$ cat config.mk
export PLATFORM = sky130hd
export DESIGN_NAME = aibcr3_red_shift_bsr_n_flat
export DESIGN_NICKNAME = d
export VERILOG_FILES = /design/src/rtl/aibcr3_red_shift_bsr_n_if.sv /design/src/rtl/aibcr3_red_shift_bsr_n.sv /design/src/flat_wrapper.sv
export SDC_FILE = /design/constraint.sdc
export NUM_CORES = 1
export LEC_CHECK = 0
export CORE_ASPECT_RATIO = 2
export CORE_MARGIN = 2
export CORE_UTILIZATION = 44
export DETAILED_ROUTE_END_ITERATION = 12
export GPL_TIMING_DRIVEN = 0
export PLACE_DENSITY = 0.81
export SETUP_SLACK_MARGIN = 0.4
export SYNTH_ARGS = -nofsm -noshare
export SYNTH_HDL_FRONTEND = slang
export SYNTH_SLANG_ARGS = --single-unit
$ cat constraint.sdc
create_clock -name jtag_clkdr_in -period 1.68 [get_ports jtag_clkdr_in]
set_input_delay 0.336 -clock jtag_clkdr_in [delete_from_list [all_inputs] [get_ports jtag_clkdr_in]]
set_output_delay 0.336 -clock jtag_clkdr_in [all_outputs]
set_load 0.02 [all_outputs]
$ cat src/rtl/aibcr3_red_shift_bsr_n_if.sv
// rtl/aibcr3_red_shift_bsr_n_if.sv - repair-request handshake bundle
// Purpose: carries a run-time repair request into the redundancy controller
//   and returns its busy/reject status.
// Signals:
//   red_load  master->slave  single-cycle request to apply red_en/red_idx
//   red_en    master->slave  1 = repair active, 0 = no lane shifted
//   red_idx   master->slave  faulty lane index
//   red_busy  slave->master  repair sequence in progress
//   red_err   slave->master  one-cycle pulse, request rejected
interface aibcr3_red_shift_bsr_n_if #(
  parameter int NLANE = 8
);
  localparam int IDXW = $clog2(NLANE);

  logic            red_load;
  logic            red_en;
  logic [IDXW-1:0] red_idx;
  logic            red_busy;
  logic            red_err;

  modport master (output red_load, red_en, red_idx, input red_busy, red_err);
  modport slave  (input red_load, red_en, red_idx, output red_busy, red_err);
endinterface

$ cat src/rtl/aibcr3_red_shift_bsr_n.sv
// rtl/aibcr3_red_shift_bsr_n.sv - AIB column redundancy shift and boundary-scan controller
// Purpose: holds the registered lane-repair configuration, sequences each
//   repair change under an analog-reset hold, and implements an NLANE-cell
//   boundary-scan chain with capture/shift/update.
// Ports:
//   jtag_clkdr_in     in   sole clock, rising edge
//   jtag_rstb         in   synchronous active-low reset
//   anlg_rstb         in   adapter analog reset request, active-low
//   red_if            slave repair request (red_load/red_en/red_idx) and status (red_busy/red_err)
//   shift_en          out  per-lane shift select toward the spare lane
//   anlg_rstb_out     out  gated analog reset to the IO buffers
//   jtag_tx_scan_in   in   scan data in
//   jtag_tx_scanen_in in   shift enable
//   jtag_capture      in   capture rx_dat into the chain
//   jtag_update       in   transfer the chain to tx_bsr
//   rx_dat            in   per-lane receive data
//   tx_bsr            out  update-register outputs
//   jtag_rx_scan_out  out  scan data out (last chain cell)
module aibcr3_red_shift_bsr_n #(
  parameter int NLANE    = 8,
  parameter int RST_HOLD = 4,
  parameter int SETTLE   = 8
) (
  input  logic                       jtag_clkdr_in,
  input  logic                       jtag_rstb,
  input  logic                       anlg_rstb,
  aibcr3_red_shift_bsr_n_if.slave    red_if,
  output logic [NLANE-1:0]           shift_en,
  output logic                       anlg_rstb_out,
  input  logic                       jtag_tx_scan_in,
  input  logic                       jtag_tx_scanen_in,
  input  logic                       jtag_capture,
  input  logic                       jtag_update,
  input  logic [NLANE-1:0]           rx_dat,
  output logic [NLANE-1:0]           tx_bsr,
  output logic                       jtag_rx_scan_out
);
  localparam int IDXW = $clog2(NLANE);
  localparam int CMAX = (RST_HOLD > SETTLE) ? RST_HOLD : SETTLE;
  localparam int CW   = $clog2(CMAX + 1);
  localparam logic [CW-1:0] HOLD_LAST   = CW'(RST_HOLD - 1);
  localparam logic [CW-1:0] SETTLE_LAST = CW'(SETTLE - 1);

  typedef enum logic [1:0] {ST_IDLE, ST_HOLD, ST_SETTLE} state_t;

  state_t          r_state;
  state_t          w_state_nxt;
  logic [CW-1:0]   r_cnt;
  logic            r_cur_en;
  logic [IDXW-1:0] r_cur_idx;
  logic            r_pend_en;
  logic [IDXW-1:0] r_pend_idx;
  logic            r_err;
  logic            r_rstb_out;
  logic [NLANE-1:0] r_sr;
  logic [NLANE-1:0] r_tx_bsr;

  logic w_accept;
  logic w_commit;
  logic w_reject;
  logic w_idx_oob;
  logic w_same;

  assign w_idx_oob = (int'(red_if.red_idx) >= NLANE);
  // With repair disabled on both sides the index carries no meaning.
  assign w_same = (red_if.red_en == r_cur_en) &&
                  (!red_if.red_en || (red_if.red_idx == r_cur_idx));

  always_comb begin
    w_state_nxt = r_state;
    w_accept    = 1'b0;
    w_commit    = 1'b0;
    w_reject    = 1'b0;
    case (r_state)
      ST_IDLE: begin
        if (red_if.red_load) begin
          if (red_if.red_en && w_idx_oob) begin
            w_reject = 1'b1;
          end else if (!w_same) begin
            w_accept    = 1'b1;
            w_state_nxt = ST_HOLD;
          end
        end
      end
      ST_HOLD: begin
        w_reject = red_if.red_load;
        if (r_cnt == HOLD_LAST) begin
          w_commit    = 1'b1;
          w_state_nxt = ST_SETTLE;
        end
      end
      ST_SETTLE: begin
        w_reject = red_if.red_load;
        if (r_cnt == SETTLE_LAST) begin
          w_state_nxt = ST_IDLE;
        end
      end
      default: w_state_nxt = ST_IDLE;
    endcase
  end

  always_ff @(posedge jtag_clkdr_in) begin
    if (!jtag_rstb) begin
      r_state    <= ST_IDLE;
      r_cnt      <= '0;
      r_cur_en   <= 1'b0;
      r_cur_idx  <= '0;
      r_pend_en  <= 1'b0;
      r_pend_idx <= '0;
      r_err      <= 1'b0;
      r_rstb_out <= 1'b0;
    end else begin
      r_state <= w_state_nxt;
      // Counter restarts on every state change so each phase counts from zero.
      r_cnt   <= ((r_state == ST_IDLE) || (w_state_nxt != r_state)) ? '0 : r_cnt + CW'(1);
      r_err   <= w_reject;
      // Pads only see the adapter reset once the sequence has fully returned to idle.
      r_rstb_out <= (w_state_nxt == ST_IDLE) ? anlg_rstb : 1'b0;
      if (w_accept) begin
        r_pend_en  <= red_if.red_en;
        r_pend_idx <= red_if.red_idx;
      end
      if (w_commit) begin
        r_cur_en  <= r_pend_en;
        r_cur_idx <= r_pend_idx;
      end
    end
  end

  always_comb begin
    shift_en = '0;
    for (int i = 0; i < NLANE; i++) begin
      shift_en[i] = r_cur_en && (i >= int'(r_cur_idx));
    end
  end

  assign anlg_rstb_out   = r_rstb_out;
  assign red_if.red_busy = (r_state != ST_IDLE);
  assign red_if.red_err  = r_err;

  // Boundary-scan chain: shift beats capture beats update.
  always_ff @(posedge jtag_clkdr_in) begin
    if (!jtag_rstb) begin
      r_sr     <= '0;
      r_tx_bsr <= '0;
    end else if (jtag_tx_scanen_in) begin
      r_sr <= {r_sr[NLANE-2:0], jtag_tx_scan_in};
    end else if (jtag_capture) begin
      r_sr <= rx_dat;
    end else if (jtag_update) begin
      r_tx_bsr <= r_sr;
    end
  end

  assign tx_bsr           = r_tx_bsr;
  assign jtag_rx_scan_out = r_sr[NLANE-1];
endmodule

$ cat src/flat_wrapper.sv
// flat-port wrapper written by rule: the top's interface ports become plain ports
module aibcr3_red_shift_bsr_n_flat 
#(
  parameter int NLANE    = 8,
  parameter int RST_HOLD = 4,
  parameter int SETTLE   = 8
)
  (jtag_clkdr_in, jtag_rstb, anlg_rstb, shift_en, anlg_rstb_out, jtag_tx_scan_in, jtag_tx_scanen_in, jtag_capture, jtag_update, rx_dat, tx_bsr, jtag_rx_scan_out, red_if_red_load, red_if_red_en, red_if_red_idx, red_if_red_busy, red_if_red_err);
  aibcr3_red_shift_bsr_n_if #(.NLANE(NLANE)) red_if_i ();
  input  logic jtag_clkdr_in;
  input  logic jtag_rstb;
  input  logic anlg_rstb;
  output logic [NLANE-1:0] shift_en;
  output logic anlg_rstb_out;
  input  logic jtag_tx_scan_in;
  input  logic jtag_tx_scanen_in;
  input  logic jtag_capture;
  input  logic jtag_update;
  input  logic [NLANE-1:0] rx_dat;
  output logic [NLANE-1:0] tx_bsr;
  output logic jtag_rx_scan_out;
  input wire logic [$bits(red_if_i.red_load)-1:0] red_if_red_load;
  input wire logic [$bits(red_if_i.red_en)-1:0] red_if_red_en;
  input wire logic [$bits(red_if_i.red_idx)-1:0] red_if_red_idx;
  output wire logic [$bits(red_if_i.red_busy)-1:0] red_if_red_busy;
  output wire logic [$bits(red_if_i.red_err)-1:0] red_if_red_err;
  assign red_if_i.red_load = red_if_red_load;
  assign red_if_i.red_en = red_if_red_en;
  assign red_if_i.red_idx = red_if_red_idx;
  assign red_if_red_busy = red_if_i.red_busy;
  assign red_if_red_err = red_if_i.red_err;
  aibcr3_red_shift_bsr_n #(.NLANE(NLANE), .RST_HOLD(RST_HOLD), .SETTLE(SETTLE)) u_core (.jtag_clkdr_in(jtag_clkdr_in), .jtag_rstb(jtag_rstb), .anlg_rstb(anlg_rstb), .red_if(red_if_i), .shift_en(shift_en), .anlg_rstb_out(anlg_rstb_out), .jtag_tx_scan_in(jtag_tx_scan_in), .jtag_tx_scanen_in(jtag_tx_scanen_in), .jtag_capture(jtag_capture), .jtag_update(jtag_update), .rx_dat(rx_dat), .tx_bsr(tx_bsr), .jtag_rx_scan_out(jtag_rx_scan_out));
endmodule
Word level (Yosys, flattened, before mapping)

Cells that the tools add are included.

Add/sub/neg operators: 1
$lt $le $gt $ge: 7
Equal/unequal tests: 7
Muxes and demuxes: 12
Bitwise operators: 3
Reductions and logical operators: 20

Operator list:

| cell                | number |
|---|---|
| $mux 8              | 2 |
| $ge 3x3->1 const A  | 3 |
| $logic_and 1x1->1   | 8 |
| $mux 2              | 4 |
| $ge 1x3->1 const A  | 2 |
| $ge 2x3->1 const A  | 2 |
| $pmux 2 s3          | 1 |
| $mux 1              | 5 |
| $add 4x1->4 const B | 1 |
| $eq 4x2->1 const B  | 1 |
| $eq 4x3->1 const B  | 1 |
| $logic_not 2->1     | 2 |
| $reduce_and 2->1    | 2 |
| $reduce_bool 2->1   | 2 |
| $reduce_or 2->1     | 2 |
| $eq 3x3->1          | 1 |
| $not 1->1           | 3 |
| $reduce_and 3->1    | 1 |
| $eq 2x1->1 const B  | 1 |
| $eq 2x2->1 const B  | 1 |
| $logic_or 1x1->1    | 2 |
| $ne 2x2->1          | 1 |
| $eq 1x1->1          | 1 |
| $logic_not 1->1     | 1 |

Flip-flop bits (word level): 32
Input port bits: 20
Output and inout port bits: 20

Logic depth before layout (Yosys ltp)

Depth after elaboration: 9
Depth in mapped cells: 8

Least setup slack after synthesis

Ideal clock, no wire load.

Path kind: register -> register
From: register u_core.r_state[1]
To: register u_core.r_cnt[2]
Setup time: 0.072 ns
Data arrival time: 1.653 ns
Data required time: 1.608 ns
Path slack: -0.045 ns
Cell stages (with the launch flop): 8
Path buffers: 0
Clock period less this slack: 1.725 ns
Cells stage by stage: dfxtp_1 -> inv_1 -> ha_1 -> inv_1 -> nand2_1 -> a21oi_1 -> nand3_1 -> mux2i_1

Cells in the longest elaborated chain, start to end: 6
Elaborated cells between the ends (all ways): 11

RTL lines:

| item                        | RTL line                      | RTL |
|---|---|---|
| start: declaration          | aibcr3_red_shift_bsr_n.sv:46  | `state_t r_state;` |
| start signal: assignment    | aibcr3_red_shift_bsr_n.sv:113 | `r_state <= w_state_nxt;` |
| $mux 2                      | aibcr3_red_shift_bsr_n.sv:79  | `end else if (!w_same) begin` |
| $mux 2                      | aibcr3_red_shift_bsr_n.sv:76  | `if (red_if.red_load) begin` |
| $pmux 2 s3                  | aibcr3_red_shift_bsr_n.sv:74  | `case (r_state)` |
| $ne 2x2->1                  | aibcr3_red_shift_bsr_n.sv:115 | `r_cnt <= ((r_state == ST_IDLE) \|\| (w_state_nxt != r_state)) ? '0 : r_cnt + CW'(1);` |
| $logic_or 1x1->1 *          | aibcr3_red_shift_bsr_n.sv:115 |  |
| $reduce_or 2->1 (no line) * | --                            |  |
| end signal: assignment      | aibcr3_red_shift_bsr_n.sv:115 |  |
| end: declaration            | aibcr3_red_shift_bsr_n.sv:48  | `logic [CW-1:0] r_cnt;` |

Every way passes the cells marked *; elsewhere a longest branch is shown, timed or not.
A chain may end at the register's enable or synchronous reset.

Final worst setup path

From: input port red_if_red_idx[2]
To: register u_core.r_cnt[3]

Cells in the longest elaborated chain, start to end: 9

RTL lines:

| item                      | RTL line                      | RTL |
|---|---|---|
| start: declaration        | flat_wrapper.sv:24            | `input wire logic [$bits(red_if_i.red_idx)-1:0] red_if_red_idx;` |
| $eq 3x3->1                | aibcr3_red_shift_bsr_n.sv:67  | `(!red_if.red_en \|\| (red_if.red_idx == r_cur_idx));` |
| $logic_or 1x1->1          | aibcr3_red_shift_bsr_n.sv:67  |  |
| $logic_and 1x1->1         | aibcr3_red_shift_bsr_n.sv:66  | `assign w_same = (red_if.red_en == r_cur_en) &&` |
| $mux 2                    | aibcr3_red_shift_bsr_n.sv:79  |  |
| $mux 2                    | aibcr3_red_shift_bsr_n.sv:76  |  |
| $pmux 2 s3                | aibcr3_red_shift_bsr_n.sv:74  |  |
| $ne 2x2->1                | aibcr3_red_shift_bsr_n.sv:115 |  |
| $logic_or 1x1->1          | aibcr3_red_shift_bsr_n.sv:115 |  |
| $reduce_or 2->1 (no line) | --                            |  |

No other way between the ends.

==> impl_metrics.csv <==
group,metric,value,unit
placed_design,place_area,0.00215,mm^2
clock_tree,cts_tree,"yes",
clock_tree,clk_latency,0.28,ns
clock_tree,cts_inserted_buffers,5,
sta,hold_viol_final,0,
route,wl_per_cell,15.0,um
route,drtIter0Drc,21,
floorplanning,rows,31,
synthesis,synthTopCellsByArea,"dfxtp_1 (40%), mux2i_1 (14%), nor2b_1 (4.7%), nand2_1 (4.2%), and2_1 (3.9%)",
synthesis,synth_seq_cells,32,
final_layout,fill_cells,278,
final_layout,drive_gt1_frac,0.412,
sta,fin_crit_sh,0.936,
sta,fin_setup_tns,0,ns
global_route,grt_pass1_wl,6.28,mm
floorplanning,fp.dieW,46.7,um
floorplanning,die_area,0.00418,mm^2
final_layout,final_nets,262,
clock_tree,clockBufferDepth,2,
floorplanning,dieHeight,89.5,um
synthesis,yosys_warnings,0,
final_layout,n_antenna_cell,0,
clock_tree,hold_buffers,0,
synthesis,synth.top_cell.area_share,0.399,
setup_path,worstPathCellList,"dlygate4sd2_1 -> xnor2_4 -> a41oi_4 -> o221ai_2 -> and2_4 -> buf_6 -> o211a_1",
route,drcViolationCount,0,
route,via_count,1474,
clock_tree,cts.clk_slew.worst_paths,0.06,ns
placed_design,post-dp-hpwl,2.71,mm
placed_design,place_congestion,0.765,
setup_path,cp_top_family,"compound AO/OA/AOI/OAI gates",
global_route,grt_max_degree,11,
synthesis,avgSynthCellArea,9.39,um^2
setup_path,critPathMaxStageDelay,0.32,ns
sta,fmax,636,MHz
global_route,grt_pass1_vias,1457,
floorplanning,initial_core_util,0.450,
clock_tree,htree_num_levels,2,
final_layout,finish.utilization,0.714,
synthesis,synthesis.nets,196,
route,dr.pass1.iters,4,
synthesis,ys_seq_area_frac,0.399,
setup_path,path_class,"input pin to flop",
setup_path,cp_slowest_cell,"dlygate4sd2_1",
pwr,p_leak,0.00101,uW
hold_path,hold_class,"flop to flop",
synthesis,yosysTopAreaCell,"dfxtp_1",
route,wl,4.29,mm
status,status,"finished, final reports clean",
clock_tree,cts_sinks,32,
setup_path,crit_buf_inv,2,
floorplanning,ios,40,
sta,finalCriticalPeriod,1.57,ns
setup_path,arrival,1.74,ns
final_layout,syn_to_final_growth,58.5,%
sta,maxSlewHeadroom,0.757,
global_route,gr-total-overflow,0,
sta,skew,0.00677,ns
global_route,antenna_found_initial,0,
sta,slew_viol_final,0,
sta,setup_viol,0,
final_layout,final_cell_mix,"dfxtp_1 (24), mux2i_1 (23), buf_4 (21)",
route,viasPerCell,5.14,
setup_path,critPathCaptureType,"flop",
pwr,vdd_drop_max,0.387,mV
setup_path,critPathRequiredTime,1.85,ns
final_layout,final_area,0.00255,mm^2
synthesis,syn_area,0.00161,mm^2
synthesis,yosysUniqueCellTypes,36,
route,drtAntennaViolNets,0,
floorplanning,core,0.00357,mm^2
run,maxCapViolations,0,
placed_design,place.port_buffers,37,
setup_path,start_kind,"input pin",
final_layout,final_common_cell,"dfxtp_1",
final_layout,multiInputGateArea,0.00113,mm^2
synthesis,synthCells,171,
clock_tree,cts_root_buf,"clkbuf_8",
sta,rsz0062_at_grt,"yes",
global_route,grt_usage,0.214,
setup_path,cp_max_fo,5,
sta,worstMarginPinSlew,0.365,ns
pwr,powerDensity,634,mW/mm^2
final_layout,ff_latch_area,661,um^2
sta,hold_ws,0.455,ns
-- worst reg2reg max path: cells and delay by family (launching register included) --
kind	cells	cell delay, ns
xor+xnor	1	0.13
buf+inv	2	0.26
simple gates	1	0.15
compound gates	3	0.60
flops	1	0.32
-- through the flow --
| step | total power [uW] | setup slack, ns | instances |
|---|---|---|---|
| 6_report | 1620 | 0.107 | 287 |
| 4_1_cts | 1600 | 0.146 | 279 |
| 3_3_place_gp | 1020 | -0.491 | 257 |
| 2_1_floorplan | 935 | 0.199 | 171 |
| 5_1_grt | 1680 | 0.0705 | 287 |
| 3_5_place_dp | 1020 | -0.508 | 257 |
-- metal layers --
layer,track usage,part of all wire
met5,0,0
met4,0.141,0.038
met3,0.0444,0.034
met2,0.420,0.60
met1,0.170,0.33
-- registers in the layout, indices dropped and copies added, names as in the netlist --
signal,flops
u_core.red_if.red_err,1
u_core.r_state,2
u_core.r_pend_en,1
u_core.r_pend_idx,3
u_core.r_sr,8
u_core.r_cnt,4
u_core.tx_bsr,8
u_core.anlg_rstb_out,1
u_core.r_cur_en,1
u_core.r_cur_idx,3
-- timing repair --
action	CTS	global route
endpoints found under the setup margin	51	32
resized for setup	106	34
buffers inserted	14	8
pin swaps	9	4
-- kinds of logic after synthesis --
group / synth area share
AOI/OAI and AO/OA: 0.124
and+or+nand+nor: 0.215
buffers and inverters: 0.0459
xor gates and xnor gates: 0.0273
muxes: 0.150
adders and majority gates: 0.0389
DFF: 0.399
-- where the power goes --
| group | switching, uW | leakage [uW] | total [uW] | internal (uW) |
|---|---|---|---|---|
| Clock | 263 | 0.0000422 | 553 | 290 |
| Sequential | 19.5 | 0.000265 | 797 | 778 |
| Combinational | 121 | 0.000701 | 266 | 145 |
| Total | 403 | 0.00101 | 1620 | 1210 |
-- cells in the mapped netlist, drive strengths merged --
library cell,number
nor3b,2
clkbuf,6
o21a,1
nor2b,12
a21boi,4
nand2,18
and2,11
a221oi,1
nand3,9
and3,2
nand2b,2
inv,6
o211a,1
a41oi,1
nor3,2
a31oi,1
xnor2,4
o21ai,9
a21o,1
mux2,1
o22ai,1
buf,4
xor2,1
dfxtp,32
ha,5
a21oi,4
o221ai,2
mux2i,23
nor2,3
nand3b,2
-- area by class of cell --
cell class	instances	area share
buffer	10	0.0270
clock buffer	7	0.0300
clock inverter	1	0.00197
inverter	6	0.0147
multi-input combinational	123	0.443
sequential	32	0.259
tap	49	0.0241
timing repair buffer	59	0.200
-- final timing paths --
| kind | from | end | cells past startpoint | slack [ns] |
|---|---|---|---|---|
| worst max-delay path | red_if_red_idx[2] | u_core.r_cnt[3] | 7 | 0.11 |
| worst min-delay path | u_core.r_pend_en | u_core.r_pend_en | 2 | 0.45 |
| worst max register to register | u_core.r_cur_idx[1] | u_core.r_cnt[3] | 7 | 0.12 |
| worst min register to register | u_core.r_pend_en | u_core.r_pend_en | 2 | 0.45 |
No activity file was read; power rests on OpenSTA's default activity.
